--- config.mk ---
export PLATFORM = sky130hd
export DESIGN_NAME = ntru_au_pipe
export DESIGN_NICKNAME = d
export VERILOG_FILES = /design/src/rtl/ntru_pkg.sv /design/src/rtl/ntru_au_lane.sv /design/src/rtl/ntru_au_pipe.sv
export SDC_FILE = /design/constraint.sdc
export NUM_CORES = 1
export LEC_CHECK = 0
export ABC_CLOCK_PERIOD_IN_PS = 1700
export CAP_MARGIN = 20
export CORE_MARGIN = 4
export CORE_UTILIZATION = 36
export CTS_CLUSTER_DIAMETER = 40
export DETAILED_ROUTE_END_ITERATION = 10
export GPL_TIMING_DRIVEN = 0
export PLACE_DENSITY = 0.58
export SLEW_MARGIN = 20
export SYNTH_ARGS = -nofsm -noshare
export SYNTH_HDL_FRONTEND = slang
export SYNTH_SLANG_ARGS = --single-unit
--- constraint.sdc ---
create_clock -name clk -period 1.7 [get_ports clk]
set_input_delay 0.51 -clock clk [delete_from_list [all_inputs] [get_ports clk]]
set_output_delay 0.51 -clock clk [all_outputs]
set_load 0.01 [all_outputs]
--- src/rtl/ntru_pkg.sv ---
// Shared definitions for the NTRU accumulate-update pipeline:
// coefficient width helper, ternary encoding and beat count per polynomial.
package ntru_pkg;

   // Ternary coefficient encoding carried on s_r (2'b10 is reserved and acts as zero)
   localparam logic [1:0] T_ZERO = 2'b00;
   localparam logic [1:0] T_POS  = 2'b01;
   localparam logic [1:0] T_NEG  = 2'b11;

   // Ceiling log2; clog2(Q-1) gives the coefficient width for a power-of-two Q
   function automatic int clog2(input int v);
      int r;
      r = 0;
      while ((1 << r) < v) r++;
      return r;
   endfunction

   // Beats needed to carry n coefficients at m lanes per beat
   function automatic int beats(input int n, input int m);
      return (n + m - 1) / m;
   endfunction

endpackage

--- src/rtl/ntru_au_lane.sv ---
// One lane of the update: y = e + h, e - h or e, selected by the ternary r.
// Arithmetic wraps modulo 2^QB; there is no saturation.
module ntru_au_lane
   import ntru_pkg::*;
#(
   parameter int QB = 11
) (
   input  logic [QB-1:0] e,
   input  logic [QB-1:0] h,
   input  logic [1:0]    r,
   output logic [QB-1:0] y
);

   // Select the h term by the ternary coefficient and add it to e
   always_comb begin
      y = e;
      case (r)
         T_POS:   y = e + h;
         T_NEG:   y = e - h;
         default: y = e;
      endcase
   end

endmodule

--- src/rtl/ntru_au_pipe.sv ---
// NTRU accumulate-update pipeline: m_e[i] = s_e[i] +/- s_h[i] (mod 2^QB),
// one output register plus a one-entry skid buffer.
// Optional macro NTRU_AU_LENCHK_EN adds the beat counter and sticky err_len.
//
// Handshake: a beat transfers on a rising clk edge where valid and ready are
// both high. A source keeps valid and its payload stable until the transfer;
// s_ready is registered and means "skid buffer empty", so it never depends
// combinationally on m_ready.
module ntru_au_pipe
   import ntru_pkg::*;
#(
   parameter int N = 509,
   parameter int Q = 2048,
   parameter int M = 1
) (
   input  logic                       clk,
   input  logic                       rst_n,
   input  logic                       s_valid,
   output logic                       s_ready,
   input  logic [1:0]                 s_r,
   input  logic [M*clog2(Q-1)-1:0]    s_h,
   input  logic [M*clog2(Q-1)-1:0]    s_e,
   input  logic                       s_last,
   output logic                       m_valid,
   input  logic                       m_ready,
   output logic [M*clog2(Q-1)-1:0]    m_e,
   output logic                       m_last,
   input  logic                       err_clr,
   output logic                       err_len
);

   localparam int QB    = clog2(Q - 1);
   localparam int DW    = M * QB;
   localparam int BEATS = beats(N, M);

   logic          accept;
   logic          out_take;
   logic [DW-1:0] sum;
   logic          out_valid;
   logic [DW-1:0] out_e;
   logic          out_last;
   logic          skid_valid;
   logic [DW-1:0] skid_e;
   logic          skid_last;
   logic          skid_valid_n;
   logic          s_ready_q;

   assign accept   = s_valid && s_ready_q;
   assign out_take = out_valid && m_ready;

   genvar gi;
   generate
      for (gi = 0; gi < M; gi++) begin : g_lane
         ntru_au_lane #(.QB(QB)) u_lane (
            .e (s_e[gi*QB +: QB]),
            .h (s_h[gi*QB +: QB]),
            .r (s_r),
            .y (sum[gi*QB +: QB])
         );
      end
   endgenerate

   // Skid occupancy after this edge; accept can only happen while the skid is empty
   always_comb begin
      skid_valid_n = skid_valid;
      if (skid_valid)
         skid_valid_n = !out_take;
      else
         skid_valid_n = accept && out_valid && !out_take;
   end

   // Output register and skid buffer: refill output from skid first, else from input
   always_ff @(posedge clk or negedge rst_n) begin
      if (!rst_n) begin
         out_valid  <= 1'b0;
         out_e      <= '0;
         out_last   <= 1'b0;
         skid_valid <= 1'b0;
         skid_e     <= '0;
         skid_last  <= 1'b0;
         s_ready_q  <= 1'b0;
      end else begin
         if (skid_valid && out_take) begin
            out_e      <= skid_e;
            out_last   <= skid_last;
            skid_valid <= 1'b0;
         end else if (accept && (!out_valid || out_take)) begin
            out_valid <= 1'b1;
            out_e     <= sum;
            out_last  <= s_last;
         end else if (accept) begin
            skid_valid <= 1'b1;
            skid_e     <= sum;
            skid_last  <= s_last;
         end else if (out_take) begin
            out_valid <= 1'b0;
         end
         s_ready_q <= !skid_valid_n;
      end
   end

   assign s_ready = s_ready_q;
   assign m_valid = out_valid;
   assign m_e     = out_e;
   assign m_last  = out_last;

`ifdef NTRU_AU_LENCHK_EN
   localparam int CW = (BEATS > 1) ? clog2(BEATS) : 1;

   logic [CW-1:0] cnt;
   logic          at_end;
   logic          err_set;
   logic          err_q;

   assign at_end  = (cnt == CW'(BEATS - 1));
   assign err_set = accept && (s_last != at_end);

   // Beat counter and sticky length error; a new error beats a clear
   always_ff @(posedge clk or negedge rst_n) begin
      if (!rst_n) begin
         cnt   <= '0;
         err_q <= 1'b0;
      end else begin
         if (accept)
            cnt <= (s_last || at_end) ? '0 : cnt + 1'b1;
         if (err_set)
            err_q <= 1'b1;
         else if (err_clr)
            err_q <= 1'b0;
      end
   end

   assign err_len = err_q;
`else
   logic unused_err_clr;
   assign unused_err_clr = err_clr;
   assign err_len        = 1'b0;
`endif

endmodule

======== Word-level counts from Yosys, hierarchy flattened ========
Index checks and enable logic that the tools add are counted.
word-level totals
  register bits ........................... 27
  input bits .............................. 30
  output and inout port bits .............. 15
operators by class
  reductions and logical operators ........ 16
  mux-type cells .......................... 12
  equal/unequal tests ..................... 4
  add/subtract/negate cells ............... 2
  bitwise logic cells ..................... 2
operators with widths
  kind                                                              number
  11-bit two-way mux                                                2
  11-bit case mux with 2 select lines                               1
  11-bit adder                                                      1
  11-bit subtractor                                                 1
  1-bit two-way mux                                                 9
  1-bit logical AND                                                 6
  3-bit AND reduction                                               2
  2-bit nonzero test                                                3
  1-bit logical NOT                                                 3
  2-bit by 1-bit == test with 1-bit output (second input constant)  1
  2-bit == test (second input constant)                             1
  2-bit by 1-bit != test with 1-bit output (second input constant)  1
  2-bit != test (second input constant)                             1
  1-bit inverter                                                    2
  2-bit AND reduction                                               1
  1-bit logical OR                                                  1

======== Longest topological paths before layout ========
Gate-level depths: netlist (run 1).
  word-level depth ........................ 5
  gate-level depth with buffers ........... 13

======== Modules after synthesis ========
From an unflattened synthesis (run 1), not the netlist that was laid out.
second synthesis, totals
  cells, all modules ...................... 191
  area, all modules ....................... 1963.1 um2
by module, submodules not included
  module        instances  area each (um2)  cells each
  ntru_au_pipe  1          1159.9           82
  ntru_au_lane  1          803.3            109

======== Worst setup path after synthesis (run 1) ========
Ideal clock, no wire load.
  path kind ............................... input to register
  start ................................... in s_r[0]
  end ..................................... reg skid_e[9]
  arrival time ............................ 2443 ps
  stages .................................. 13
  setup time .............................. 146 ps
  slack ................................... -889 ps
  cell sequence ........................... buf_6 and2_4 buf_6 nor2_1 xnor2_1 ha_1 o21a_1 o31a_1 o31a_1 o31ai_2 nand2b_1 mux2i_1 a31oi_1
on the way
  longest elaborated chain between the ends .. 2
  elaborated cells between the ends (all ways) .. 3
  those cells by class .................... eq/ne: 2; mux: 1
ends and longest elaborated chain
  item                                                                       line                text
  start, declared                                                            ntru_au_pipe.sv:20  input logic [1:0] s_r,
  2-bit == test or 2-bit by 1-bit == test with 1-bit output (tied branches)  ntru_au_lane.sv:17  case (r)
  11-bit case mux with 2 select lines (*)                                    ntru_au_lane.sv:17
  end signal, assigned                                                       ntru_au_pipe.sv:93  skid_e <= sum;
  end, declared                                                              ntru_au_pipe.sv:43  logic [DW-1:0] skid_e;
Every way passes the cells marked *; elsewhere a longest branch is shown, timed or not.
A chain may end at the register's enable or synchronous reset.

======== Final worst setup path (run 1) ========
  start ................................... in s_h[0]
  end ..................................... reg out_e[7], in the netlist m_e[7]
on the way
  longest elaborated chain between the ends .. 4
  elaborated cells between the ends (all ways) .. 5
  those cells by class .................... add/sub: 2; mux: 3
ends and longest elaborated chain
  item                                               line                                    text
  start, declared                                    ntru_au_pipe.sv:21                      input logic [M*clog2(Q-1)-1:0] s_h,
  11-bit subtractor or 11-bit adder (tied branches)  ntru_au_lane.sv:19, ntru_au_lane.sv:18
  11-bit case mux with 2 select lines (*)            ntru_au_lane.sv:17
  11-bit two-way mux (*)                             ntru_au_pipe.sv:87                      end else if (accept && (!out_valid || out_take)) begin
  11-bit two-way mux (*)                             ntru_au_pipe.sv:83                      if (skid_valid && out_take) begin
  end signal, assigned                               ntru_au_pipe.sv:84                      out_e <= skid_e;
  end signal, assigned                               ntru_au_pipe.sv:89                      out_e <= sum;
  end, declared                                      ntru_au_pipe.sv:40                      logic [DW-1:0] out_e;
Every way passes the cells marked *; elsewhere a longest branch is shown, timed or not. The select of a mux whose other input is x is not followed.

==> metrics.json, run 1 <==
{
  "worst_hold_path": {
    "min-delay-path-class": "primary input to async pin"
  },
  "yosys": {
    "syn-num-nets": 251,
    "synth-edff-count": 0,
    "synthDominantCellAreaShare_pct": 36.44,
    "netlist_instances": 209,
    "synth.avg_cell_area_sq_um": 8.872,
    "synthFlopType": "sky130_fd_sc_hd__dfrtp_1",
    "post-synth-top-area-cell": "sky130_fd_sc_hd__dfrtp_1",
    "synthXorXnorAreaFrac_pct": 8.030,
    "syn-cell-area_sq_um": 1854,
    "post_synth_fa_ha_maj_area_fraction_pct": 8.502,
    "leading_post_synthesis_cells_by_cell_area": "sky130_fd_sc_hd__dfrtp_1, sky130_fd_sc_hd__ha_1, sky130_fd_sc_hd__o21ai_1",
    "synth_compound_gate_area_share_pct": 25.37,
    "ys_seq_elements": 27,
    "synth_top_family_by_area": "compound AO/OA/AOI/OAI gates",
    "synth_simple_gate_area_share_pct": 12.96,
    "synth.mux.area_fraction_pct": 3.846,
    "yosysWarnings": 0,
    "synth.distinct_cells": 41,
    "asyncSetResetFlopFracSynth_pct": 100.0,
    "synth-seq-area-share_pct": 36.44
  },
  "drt": {
    "route.final.wire_length_um": 4975,
    "route.vias.total": 1786,
    "detail_route.vias_per_cell": 5.238,
    "routed_wire_length_per_instance_um": 14.59,
    "drc": 0,
    "ant_nets": 0,
    "drt-initial-drc-count": 65,
    "detailedRoute.firstPassIterationCount": 4
  },
  "critical_path": {
    "end_kind": "flop",
    "rr_worst_depth": 5,
    "worst_path_cell_chain": "buf_12, inv_4, ha_4, mux2i_4, ha_1, nor2b_4, buf_4, o21ai_2, a21o_1, a21oi_2, or3_4, a31oi_4, o21ai_1",
    "top_fanout_value_on_the_critical_path": 4,
    "critical_path_required_time_ns": 1.86,
    "timing.critical_path.max_delay_family": "compound AO/OA/AOI/OAI gates",
    "critPathLaunchType": "primary input",
    "worst-r2r-setup-slack_ns": 0.22,
    "timing.setup.critical_path_class": "primary input to flop",
    "worst_path_largest_cell_delay_ns": 0.40,
    "critical_path_buf_inv_count": 3,
    "cp_data_arrival_time_ns": 2.62,
    "critical-path-slowest-cell": "sky130_fd_sc_hd__or3_4",
    "worstSetupPathDepth": 13
  },
  "power": {
    "clkPwrFrac_pct": 11.4,
    "power.sequential.fraction_pct": 35.2,
    "internal_power_w": 0.001976,
    "power.share.combinational_pct": 53.4,
    "swShare_pct": 37.07,
    "leakagePower_nw": 1.361,
    "power.ir.vdd_worst_mv": 0.4858,
    "p_sw_w": 0.001164,
    "power-per-cell-area_nw_per_um2": 1109
  },
  "clocking": {
    "numClockSinks": 27,
    "clk_path_buf_depth": 2,
    "tritoncts": "yes",
    "cts-buffers-inserted": 3,
    "h_tree_levels": 1,
    "cts.clk_slew.worst_paths_ns": 0.09,
    "insertion_delay_ns": 0.27,
    "clk_root_buffer_cell": "sky130_fd_sc_hd__clkbuf_8"
  },
  "status": {
    "outcome": "finished, violations left",
    "violated_checks": "setup timing"
  },
  "grt": {
    "number_of_global_route_vias_before_repair": 1719,
    "grt_remaining_overflow": 0,
    "grt_usage_pct": 15.47,
    "largest_net_degree_at_the_start_of_global_routing": 28,
    "grt_first_pass_wirelength_um": 7859,
    "initial_antenna_violation_count": 0
  },
  "placement": {
    "number_of_buffer_cells_added_on_primary_ports": 41,
    "place.gp.congestion": 0.7176,
    "detailedPlace.worstSlack_ns": -1.643,
    "dpl.hpwl_um": 3507
  },
  "die": {
    "die_area_sq_um": 6363,
    "ioPinCount": 45,
    "start_util_pct": 38.25,
    "rows": 25,
    "die-height_um": 79.77,
    "die-width_um": 79.77,
    "core_region_area_sq_um": 4848
  },
  "timing": {
    "clock.fmax_mhz": 406.7,
    "fin_ws_ns": -0.7589,
    "timing.final.crit_period_ns": 2.459,
    "whs_ns": 0.2331,
    "tightest_slew_ns": 0.6355,
    "timing.final.crit_share_pct": 144.6,
    "final.setup.tns_ns": -10.17,
    "grt_setup_unrepaired": "yes",
    "clock-skew-final_ns": 0.001750,
    "slew_headroom_pct": 57.63,
    "setup_viol": 20,
    "slew_violations": 0,
    "timing.final.hold_violations": 0
  },
  "final_layout": {
    "final_stage_net_count": 317,
    "layout.cells.most_common_list": "sky130_fd_sc_hd__o21ai_1, sky130_fd_sc_hd__dfrtp_1, sky130_fd_sc_hd__nand2_1",
    "share_of_final_layout_standard_cells_stronger_than_drive_strength_1_pct": 30.29,
    "num_antenna_cells": 0,
    "n_fill_cell": 437,
    "layout-area-overhead-vs-synth_pct": 52.63,
    "final_util_pct": 58.37
  },
  "run": {
    "max_cap_violations": 0
  }
}
## stage by stage
stage                     instances  power, W  cell area [sq um]
after floorplan                 209  0.001954               1911
after global placement          317  0.002522               2405
after detailed placement        317  0.002549               2400
after CTS                       333  0.003060               2676
after global routing            341  0.003382               2830
final                           341  0.003140               2830
## power by group through the flow
stage	Clock, W	Combinational [W]	Sequential, W
finish	0.000357	0.00168	0.00111
global route	0.000387	0.00185	0.00115
CTS	0.000365	0.00158	0.00112
detailed placement	0	0.00141	0.00114
global placement	0	0.00140	0.00113
floorplan	0	0.000783	0.00117
## synth_stat cells, types with 4 or more instances
| master | instances |
|---|---|
| sky130_fd_sc_hd__a21oi_1 | 13 |
| sky130_fd_sc_hd__a22oi_1 | 10 |
| sky130_fd_sc_hd__clkbuf_1 | 5 |
| sky130_fd_sc_hd__dfrtp_1 | 27 |
| sky130_fd_sc_hd__ha_1 | 11 |
| sky130_fd_sc_hd__inv_1 | 9 |
| sky130_fd_sc_hd__mux2i_1 | 6 |
| sky130_fd_sc_hd__nand2_1 | 22 |
| sky130_fd_sc_hd__nor2_1 | 13 |
| sky130_fd_sc_hd__nor2b_1 | 4 |
| sky130_fd_sc_hd__o21ai_0 | 8 |
| sky130_fd_sc_hd__o21ai_1 | 23 |
| sky130_fd_sc_hd__xnor2_1 | 12 |
| sky130_fd_sc_hd__xor2_1 | 5 |
## registers in the layout, summed over array words and instances, names as in the netlist
| signal | flops |
|---|---|
| m_valid | 1 |
| s_ready | 1 |
| m_last | 1 |
| skid_last | 1 |
| skid_valid | 1 |
| skid_e | 11 |
| m_e | 11 |
## repair_timing
item	4_1_cts	5_1_grt
hold buffers	0	0
pin swaps	33	24
setup buffers	13	8
resized for setup	80	30
endpoints found under the setup margin	25	35
## per-layer routing
layer	vias to the layer above	wire (um)	global-route usage [%]
met2	43	2475	26.21
met4	0	73	5.574
li1	893	-	-
met1	844	2229	20.60
met5	-	0	0
met3	6	196	1.242
## path summary, 6_finish.rpt
path,start,end
setup / recovery,s_h[0],m_e[7]
hold / removal,rst_n,s_ready
setup reg to reg,m_valid,m_last
hold reg to reg,skid_e[5],skid_e[5]
max in group asynchronous,rst_n,m_valid
min in group clk,skid_e[5],skid_e[5]
## logic make-up after synthesis
family / count (synthesis)
AOI/OAI and AO/OA: 74
xor gates and xnor gates: 17
adders and majority gates: 12
buffers and inverters: 18
DFF: 27
muxes: 7
other: 1
and+or+nand+nor: 53
## cell type report
| cell class | count | area (sq um) | area share, % |
|---|---|---|---|
| Sequential cell | 27 | 676.9 | 23.92 |
| Clock buffer | 4 | 45.04 | 1.592 |
| Buffer | 7 | 55.05 | 1.945 |
| Timing Repair Buffer | 62 | 614.3 | 21.71 |
| Inverter | 10 | 42.54 | 1.503 |
| Tap cell | 67 | 83.83 | 2.962 |
| Multi-Input combinational cell | 164 | 1313 | 46.38 |
(Power assumes the default switching activity.)
==> run 2: changes to the inputs <==
--- a/config.mk
+++ b/config.mk
@@ -12,6 +12,7 @@
 export CTS_CLUSTER_DIAMETER = 40
 export DETAILED_ROUTE_END_ITERATION = 10
 export GPL_TIMING_DRIVEN = 0
+export HOLD_SLACK_MARGIN = 0.06
 export PLACE_DENSITY = 0.58
 export SLEW_MARGIN = 20
 export SYNTH_ARGS = -nofsm -noshare
==> results of run 2 <==
Final layout, timing and power as in run 1 (identical DEF).
==> run 3: changes to the inputs <==
--- a/config.mk
+++ b/config.mk
@@ -5,7 +5,6 @@
 export SDC_FILE = /design/constraint.sdc
 export NUM_CORES = 1
 export LEC_CHECK = 0
-export ABC_CLOCK_PERIOD_IN_PS = 1700
 export CAP_MARGIN = 20
 export CORE_MARGIN = 4
 export CORE_UTILIZATION = 36
==> results of run 3 <==
Final layout, timing and power as in run 1 (identical DEF).
